### config.mk
export PLATFORM = sky130hd
export DESIGN_NAME = result_mem_writer
export DESIGN_NICKNAME = d
export VERILOG_FILES = /design/src/rtl/result_mem_writer.sv
export SDC_FILE = /design/constraint.sdc
export NUM_CORES = 2
export LEC_CHECK = 0
export CAP_MARGIN = 20
export CORE_ASPECT_RATIO = 0.5
export CORE_UTILIZATION = 31
export DETAILED_ROUTE_END_ITERATION = 7
export SYNTH_ARGS = -nofsm -noshare
export SYNTH_HDL_FRONTEND = slang
export SYNTH_SLANG_ARGS = --single-unit
### constraint.sdc
create_clock -name clk -period 35.3 [get_ports clk]
set_input_delay 7.06 -clock clk [delete_from_list [all_inputs] [get_ports clk]]
set_output_delay 7.06 -clock clk [all_outputs]
set_load 0.02 [all_outputs]
### src/rtl/result_mem_writer.sv
`default_nettype none
// ============================================================================
//  Module   : result_mem_writer
//  Purpose  : Collects NUM_UNITS results per beat and stores them in raster
//             order into an output feature-map memory with a registered read
//             port. Optional macro RESULT_RELU_EN clamps negative results to 0.
//  Revision : 1.0 - initial release
// ============================================================================
module result_mem_writer #(
    parameter  int DATA_WIDTH = 16,
    parameter  int OUT_WIDTH  = 7,
    parameter  int OUT_HEIGHT = 7,
    parameter  int NUM_UNITS  = 2,
    localparam int N          = OUT_WIDTH * OUT_HEIGHT,
    localparam int AW         = $clog2(N),
    localparam int CW         = $clog2(N + 1)
) (
    input  logic                                  clk,
    input  logic                                  reset,
    input  logic                                  start,
    input  logic                                  in_valid,
    input  logic [NUM_UNITS-1:0][DATA_WIDTH-1:0]  in_data,
    output logic                                  in_ready,
    input  logic [AW-1:0]                         rd_addr,
    output logic [DATA_WIDTH-1:0]                 rd_data,
    output logic [CW-1:0]                         count,
    output logic                                  done,
    output logic                                  overflow
);

    typedef enum logic [1:0] {
        ST_IDLE    = 2'd0,
        ST_COLLECT = 2'd1,
        ST_DONE    = 2'd2
    } state_t;

    state_t                 r_state;
    state_t                 w_state_next;
    logic [CW-1:0]          r_wr_ptr;
    logic [CW-1:0]          w_wr_ptr_next;
    logic [CW:0]            w_ptr_sum;
    logic                   w_accept;
    logic [CW:0]            w_waddr [NUM_UNITS];
    logic [NUM_UNITS-1:0]   w_we;
    logic [DATA_WIDTH-1:0]  w_wdata [NUM_UNITS];
    logic [CW-1:0]          w_rd_addr_ext;
    logic [DATA_WIDTH-1:0]  r_mem [N];

    assign in_ready      = (r_state == ST_COLLECT);
    assign done          = (r_state == ST_DONE);
    assign count         = r_wr_ptr;
    // A beat coinciding with start belongs to neither frame and is dropped.
    assign w_accept      = in_valid && in_ready && !start;
    assign w_ptr_sum     = {1'b0, r_wr_ptr} + (CW+1)'(NUM_UNITS);
    assign w_rd_addr_ext = CW'(rd_addr);

    for (genvar i = 0; i < NUM_UNITS; i++) begin : g_unit
        assign w_waddr[i] = {1'b0, r_wr_ptr} + (CW+1)'(i);
        assign w_we[i]    = w_accept && (w_waddr[i] < (CW+1)'(N));
`ifdef RESULT_RELU_EN
        assign w_wdata[i] = in_data[i][DATA_WIDTH-1] ? '0 : in_data[i];
`else
        assign w_wdata[i] = in_data[i];
`endif
    end

    always_ff @(posedge clk or posedge reset) begin
        if (reset) begin
            r_state  <= ST_IDLE;
            r_wr_ptr <= '0;
        end else begin
            r_state  <= w_state_next;
            r_wr_ptr <= w_wr_ptr_next;
        end
    end

    always_comb begin
        w_state_next  = r_state;
        w_wr_ptr_next = r_wr_ptr;
        case (r_state)
            ST_IDLE, ST_DONE: begin
                if (start) begin
                    w_state_next  = ST_COLLECT;
                    w_wr_ptr_next = '0;
                end
            end
            ST_COLLECT: begin
                if (start) begin
                    w_wr_ptr_next = '0;
                end else if (w_accept) begin
                    if (w_ptr_sum >= (CW+1)'(N)) begin
                        w_wr_ptr_next = CW'(N);
                        w_state_next  = ST_DONE;
                    end else begin
                        w_wr_ptr_next = w_ptr_sum[CW-1:0];
                    end
                end
            end
            default: w_state_next = ST_IDLE;
        endcase
    end

    always_ff @(posedge clk or posedge reset) begin
        if (reset) begin
            overflow <= 1'b0;
        end else if (start) begin
            overflow <= 1'b0;
        end else if (in_valid && !in_ready) begin
            overflow <= 1'b1;
        end
    end

    always_ff @(posedge clk or posedge reset) begin
        if (reset) begin
            for (int j = 0; j < N; j++) begin
                r_mem[j] <= '0;
            end
        end else begin
            for (int i = 0; i < NUM_UNITS; i++) begin
                if (w_we[i]) begin
                    r_mem[w_waddr[i][AW-1:0]] <= w_wdata[i];
                end
            end
        end
    end

    // Read samples the pre-write contents, giving read-before-write ordering.
    always_ff @(posedge clk or posedge reset) begin
        if (reset) begin
            rd_data <= '0;
        end else if (w_rd_addr_ext < CW'(N)) begin
            rd_data <= r_mem[rd_addr];
        end else begin
            rd_data <= '0;
        end
    end

endmodule
`default_nettype wire

## After elaboration in Yosys (flattened, before gate mapping)

Cells that the tools add are included.

- $add $sub $neg: 2
- Order comparisons: 9
- Bitwise operators: 3
- Equality and inequality tests: 7
- Reduce and logical (&&, ||, !) cells: 15
- Mux-type cells: 24

Operator list:

| kind | count |
|---|---|
| $bwmux 784 | 2 |
| $mux 784 | 2 |
| $demux 16 s6 | 2 |
| $bmux 16 s6 | 1 |
| $mux 16 | 5 |
| $mux 6 | 4 |
| $ge 7x7->1 const B | 3 |
| $not 6->7 | 3 |
| $lt 7x1->1 const B | 2 |
| $lt 6x6->1 const B | 2 |
| $pmux 6 s2 | 1 |
| $mux 2 | 4 |
| $add 6x1->7 const B | 1 |
| $add 6x2->7 const B | 1 |
| $ge 7x6->1 const B | 1 |
| $logic_and 1x1->1 | 7 |
| $lt 7x6->1 const B | 1 |
| $ne 2x1->1 const B | 2 |
| $ne 2x2->1 const B | 2 |
| $pmux 2 s2 | 1 |
| $reduce_and 4->1 | 1 |
| $reduce_bool 2->1 | 2 |
| $ne 3x2->1 const B | 1 |
| $reduce_and 3->1 | 1 |
| 6 further kinds | 8 |

- Output and inout port bits: 25
- Word-level logic and storage cells: 113
- Flip-flop bits (word level): 809
- Bits of input ports: 42

## Depth between registers and ports, before layout

- Depth in word-level cells: 9
- Mapped depth: 11
- Mapped depth without buffers: 7

## Least setup slack after synthesis

OpenSTA, ideal clock, no wires.

- Kind: in2reg
- From: input start
- To: register r_mem[518] (netlist name)
- Library setup time: 0.125 ns
- Slack: 26.292 ns
- Buffers on the path: 3
- Stages on the path: 8
- Arrival: 8.883 ns
- Data required time: 35.175 ns
- Cells stage by stage: nand4bb_1 buf_2 or3_1 buf_6 nor2_4 buf_4 mux2_1 mux2_2

- Cells in the longest elaborated chain, start to end: 6
- Elaborated cells between the ends (all ways): 7
- Those cells by class: 3 x mux; 4 x reduce/logical

RTL lines:

| element | line | source |
|---|---|---|
| from (decl) | 20 | `input logic start,` |
| $logic_not 1->1 * | 53 | `assign w_accept = in_valid && in_ready && !start;` |
| $logic_and 1x1->1 * | 53 |  |
| $logic_and 1x1->1 | 59 | `assign w_we[i] = w_accept && (w_waddr[i] < (CW+1)'(N));` |
| $mux 784 | 120 | `if (w_we[i]) begin` |
| $bwmux 784 | 121 | `r_mem[w_waddr[i][AW-1:0]] <= w_wdata[i];` |
| $mux 784 * | 120 |  |
| to (signal, indexed assignment) | 121 |  |
| to (decl) | 47 | `logic [DATA_WIDTH-1:0] r_mem [N];` |

Mark *: on every way between the ends. The rest lies on a longest branch, timed or not.
A chain may end at the register's enable or synchronous reset.

## Final worst setup path

- From: input rd_addr[1]
- To: register rd_data[12]

- Cells in the longest elaborated chain, start to end: 5
- Elaborated cells between the ends (all ways): 6
- Those cells by class: 1 x order compare; 4 x mux; 1 x bitwise

RTL lines:

| element | line | source |
|---|---|---|
| from (decl) | 24 | `input logic [AW-1:0] rd_addr,` |
| $not 6->7 (not written as such) | 132 | `rd_data <= r_mem[rd_addr];` |
| $bmux 16 s6 | 132 |  |
| $mux 16 (not written as such) (2 in a row) | 132 |  |
| $mux 16 * | 131 | `end else if (w_rd_addr_ext < CW'(N)) begin` |
| to (signal assigned) | 132 |  |
| to (decl) | 25 | `output logic [DATA_WIDTH-1:0] rd_data,` |

Mark *: on every way between the ends. The rest lies on a longest branch, timed or not. The select of a mux whose other input is x is not followed.

==> results.toml <==
[synthesis]
synth-compound-area-share_pct = 11.1
postSynthNetCount = 4323
sequential_element_share_of_the_synthesized_area_pct = 45.0
synth_enable_flop_cells = 0
netlist_area_um2 = 45000
synthesis.area_per_instance_um2 = 10.5
synthXorXnorAreaFrac_pct = 0.114
synth_fa_ha_area_share_pct = 0.195
synthSimpleGateAreaFrac_pct = 9.69
yosys.cell_types.count = 72
yosys_warnings = 0
ys_async_sr_fraction_pct = 100
yosys-mux-area-fraction_pct = 29.3
synth-seq-cells = 809
postSynthCellCount = 4274
synthFlopType = "dfrtp_1"
synth_top_family_by_area = "multiplexers"

[clocking]
clock_tree_from_tritoncts = "built"
tritoncts.num_buffers = 87
cts_setup_buffers = 0
root_buffer = "clkbuf_16"
cts-htree-levels = 3
clkLatencyLatePin_ns = 0.66
post_cts_resized = 0
clockBufferDepth = 3
post_cts_hold_buffer_count = 0
clkSlewWorstSetupHoldPaths_ns = 0.06
cts_sinks = 809

[placed_design]
place.gp.congestion = 0.920
pre_cts_slack_ns = 24.01
buffer_ports.inserted = 66
hpwl_um = 86700

[sta]
count_of_final_hold_check_violations = 0
total_count_of_max_transition_violations_in_the_final_report = 0
rsz_0062_raised_after_global_routing = "no"
min_period_over_period_pct = 29.3
setup_viol = 0
timing.clock.skew_ns = 0.0190
timing.fmax_mhz = 96.7
worst-slew-pin-transition_ns = 1.17
final.setup.tns_ns = 0
final_worst_setup_slack_ns = 24.96
slew_headroom_pct = 21.9
period_minus_slack_ns = 10.34

[power_and_ir_drop]
p_comb_share_pct = 10.6
clockPowerShare_pct = 42.4
irDropWorstVdd_mv = 0.0451
power.switching_fraction_pct = 26.0
pwr-share-seq_pct = 47.0
p_per_area_nw_per_um2 = 43.2
cellInternalPower_uw = 1590
totalPowerFinal_uw = 2150
power.net_switching_uw = 560
static-leakage-power_uw = 0.0234

[die]
floorplan.die_area_um2 = 147000
die_w_um = 541
placement_rows = 98
floorplan.io_pins = 67
start_util_pct = 31.4
core-area_um2 = 143000
die_h_um = 271

[grt]
overflow = 0
antenna_violations_before_repair = 4
grt_pass1_vias = 33431
track_usage_pct = 19.8
pin_count_of_the_biggest_net_entering_global_routing = 175
grt_first_pass_wirelength_um = 221000

[layout]
num-fill-cells = 14119
layout-drive-gt1-share_pct = 15.2
synthToLayoutAreaGrowth_pct = 10.6
nNetsFinal = 4148

[route]
drt_iter0_markers = 3471
drt_wl_total_um = 148000
drc = 0
wl_per_cell_um = 24.4
drtPass1Iterations = 7
num_vias = 33489
vias_per_cell = 5.52
drt.antenna.violating_nets = 0

[critical_path]
timing.critical_path.fanout_max = 68
crit_required_ns = 35.84
critPathKind = "input pin to register"
critPathLaunchType = "input pin"
worst_path_arrival_time_ns = 10.88
worst_setup_path_end_kind = "register"

[outcome]
status = "finished clean"

[worst_hold_path]
worst_hold_path_type = "register to register"

[run]
max_cap_viol_count = 0
[cells in the mapped netlist, types with 21 or more instances]
| cell type | number | area [µm²] |
|---|---|---|
| mux2i_1 | 829 | 8300 |
| dfrtp_1 | 809 | 20200 |
| a21oi_1 | 517 | 2590 |
| nor2_1 | 511 | 1920 |
| nand2_1 | 314 | 1180 |
| clkbuf_1 | 307 | 1150 |
| o21ai_0 | 192 | 961 |
| mux4_2 | 162 | 3650 |
| mux2_2 | 92 | 1040 |
| buf_2 | 87 | 435 |
| o21ai_1 | 51 | 255 |
| nand3_1 | 40 | 200 |
| a22oi_1 | 32 | 240 |
| o211ai_1 | 24 | 180 |
| buf_1 | 21 | 78.8 |
[cell usage in the layout (no fill, tap or decap), drive strengths merged, types with 2 or more instances in the layout]
cell type / n
nor3: 23
mux2: 112
nand3: 46
a211oi: 4
a21boi: 2
a22oi: 32
and2: 3
mux4: 162
inv: 8
o31ai: 2
clkdlybuf4s50: 29
o21ai: 243
o2bb2ai: 16
and3: 3
nand4: 5
xnor2: 3
nand2: 326
nor2: 537
mux2i: 829
bufinv: 5
a211o: 2
o211ai: 31
a21oi: 517
diode: 4
buf: 162
a22o: 2
a31oi: 16
ha: 7
clkbuf: 132
dfrtp: 809
nand3b: 2
nor4: 8
o2111ai: 15
or3: 2
a221oi: 15
clkinv: 16
nor2b: 15
nand2b: 5
xor2: 2
[power groups by stage]
| stage | sequential (µW) | combinational (µW) | clock, µW |
|---|---|---|---|
| 6_report | 1010 | 228 | 914 |
| 5_1_grt | 1010 | 244 | 964 |
| 4_1_cts | 1010 | 226 | 927 |
| 3_5_place_dp | 1030 | 226 | 0 |
| 3_3_place_gp | 1020 | 220 | 0 |
| 2_1_floorplan | 1020 | 153 | 0 |
[final timing paths]
| check | startpoint | end | slack [ns] | cells after the start |
|---|---|---|---|---|
| worst max register to register | count[0] | r_mem[8] | 31.76 | 7 |
| max in group asynchronous | reset | r_mem[520] | 25.09 | 6 |
| worst min register to register | overflow | overflow | 0.52 | 2 |
| worst min-delay path | overflow | overflow | 0.52 | 2 |
| min in group asynchronous | reset | r_mem[330] | 6.97 | 2 |
| worst max-delay path | rd_addr[1] | rd_data[12] | 24.96 | 7 |
[per-stage QoR]
stage / hold slack [ns] / instances / utilization [%] / instance area, µm²
after global placement: 0.484 / 5905 / 32.7 / 46900
final: 0.523 / 6067 / 34.7 / 49800
after global routing: 0.564 / 6066 / 34.7 / 49800
after CTS: 0.529 / 6059 / 34.6 / 49700
after floorplan: 0.511 / 4274 / - / 45000
after detailed placement: 0.512 / 5906 / 32.7 / 46900
[worst max-delay path, cell delays in order]
cell and delay (ns):
buf_8 0.43, buf_4 0.76, buf_4 0.87, mux2_2 0.42
o2111ai_1 0.45, o211ai_1 0.47, o2bb2ai_1 0.27
[cells by family (layout without fill, tap and decap cells)]
family | after synthesis | count (layout)
compound gates | 905 | 905
xor+xnor | 5 | 5
fa+ha+maj | 7 | 7
buf+inv | 463 | 352
flops | 809 | 809
mux | 1103 | 1103
other cells | 0 | 4
simple gates | 982 | 982
[cell type report]
class,instances,area (µm²),share of cell area [%]
Timing Repair Buffer,191,1550,3.10
Antenna cell,4,10.0,0.0201
Clock inverter,21,230,0.462
Multi-Input combinational cell,3002,22800,45.8
Tap cell,1900,2380,4.77
Sequential cell,809,20200,40.6
Inverter,8,37.5,0.0754
Clock buffer,132,2550,5.12
[state kept, by name, indices dropped and copies added, names as in the netlist]
name      count
r_mem       784
rd_data      16
count         6
r_state       2
overflow      1
[layer usage]
metal | vias to the layer above | part of all wire, % | track usage, %
met5 | - | 0.014 | 0
met4 | 2 | 4.8 | 8.98
met3 | 309 | 6.8 | 2.94
met2 | 1379 | 46 | 31.8
met1 | 16952 | 43 | 26.5
li1 | 14847 | - | -
(Power assumes the default switching activity.)
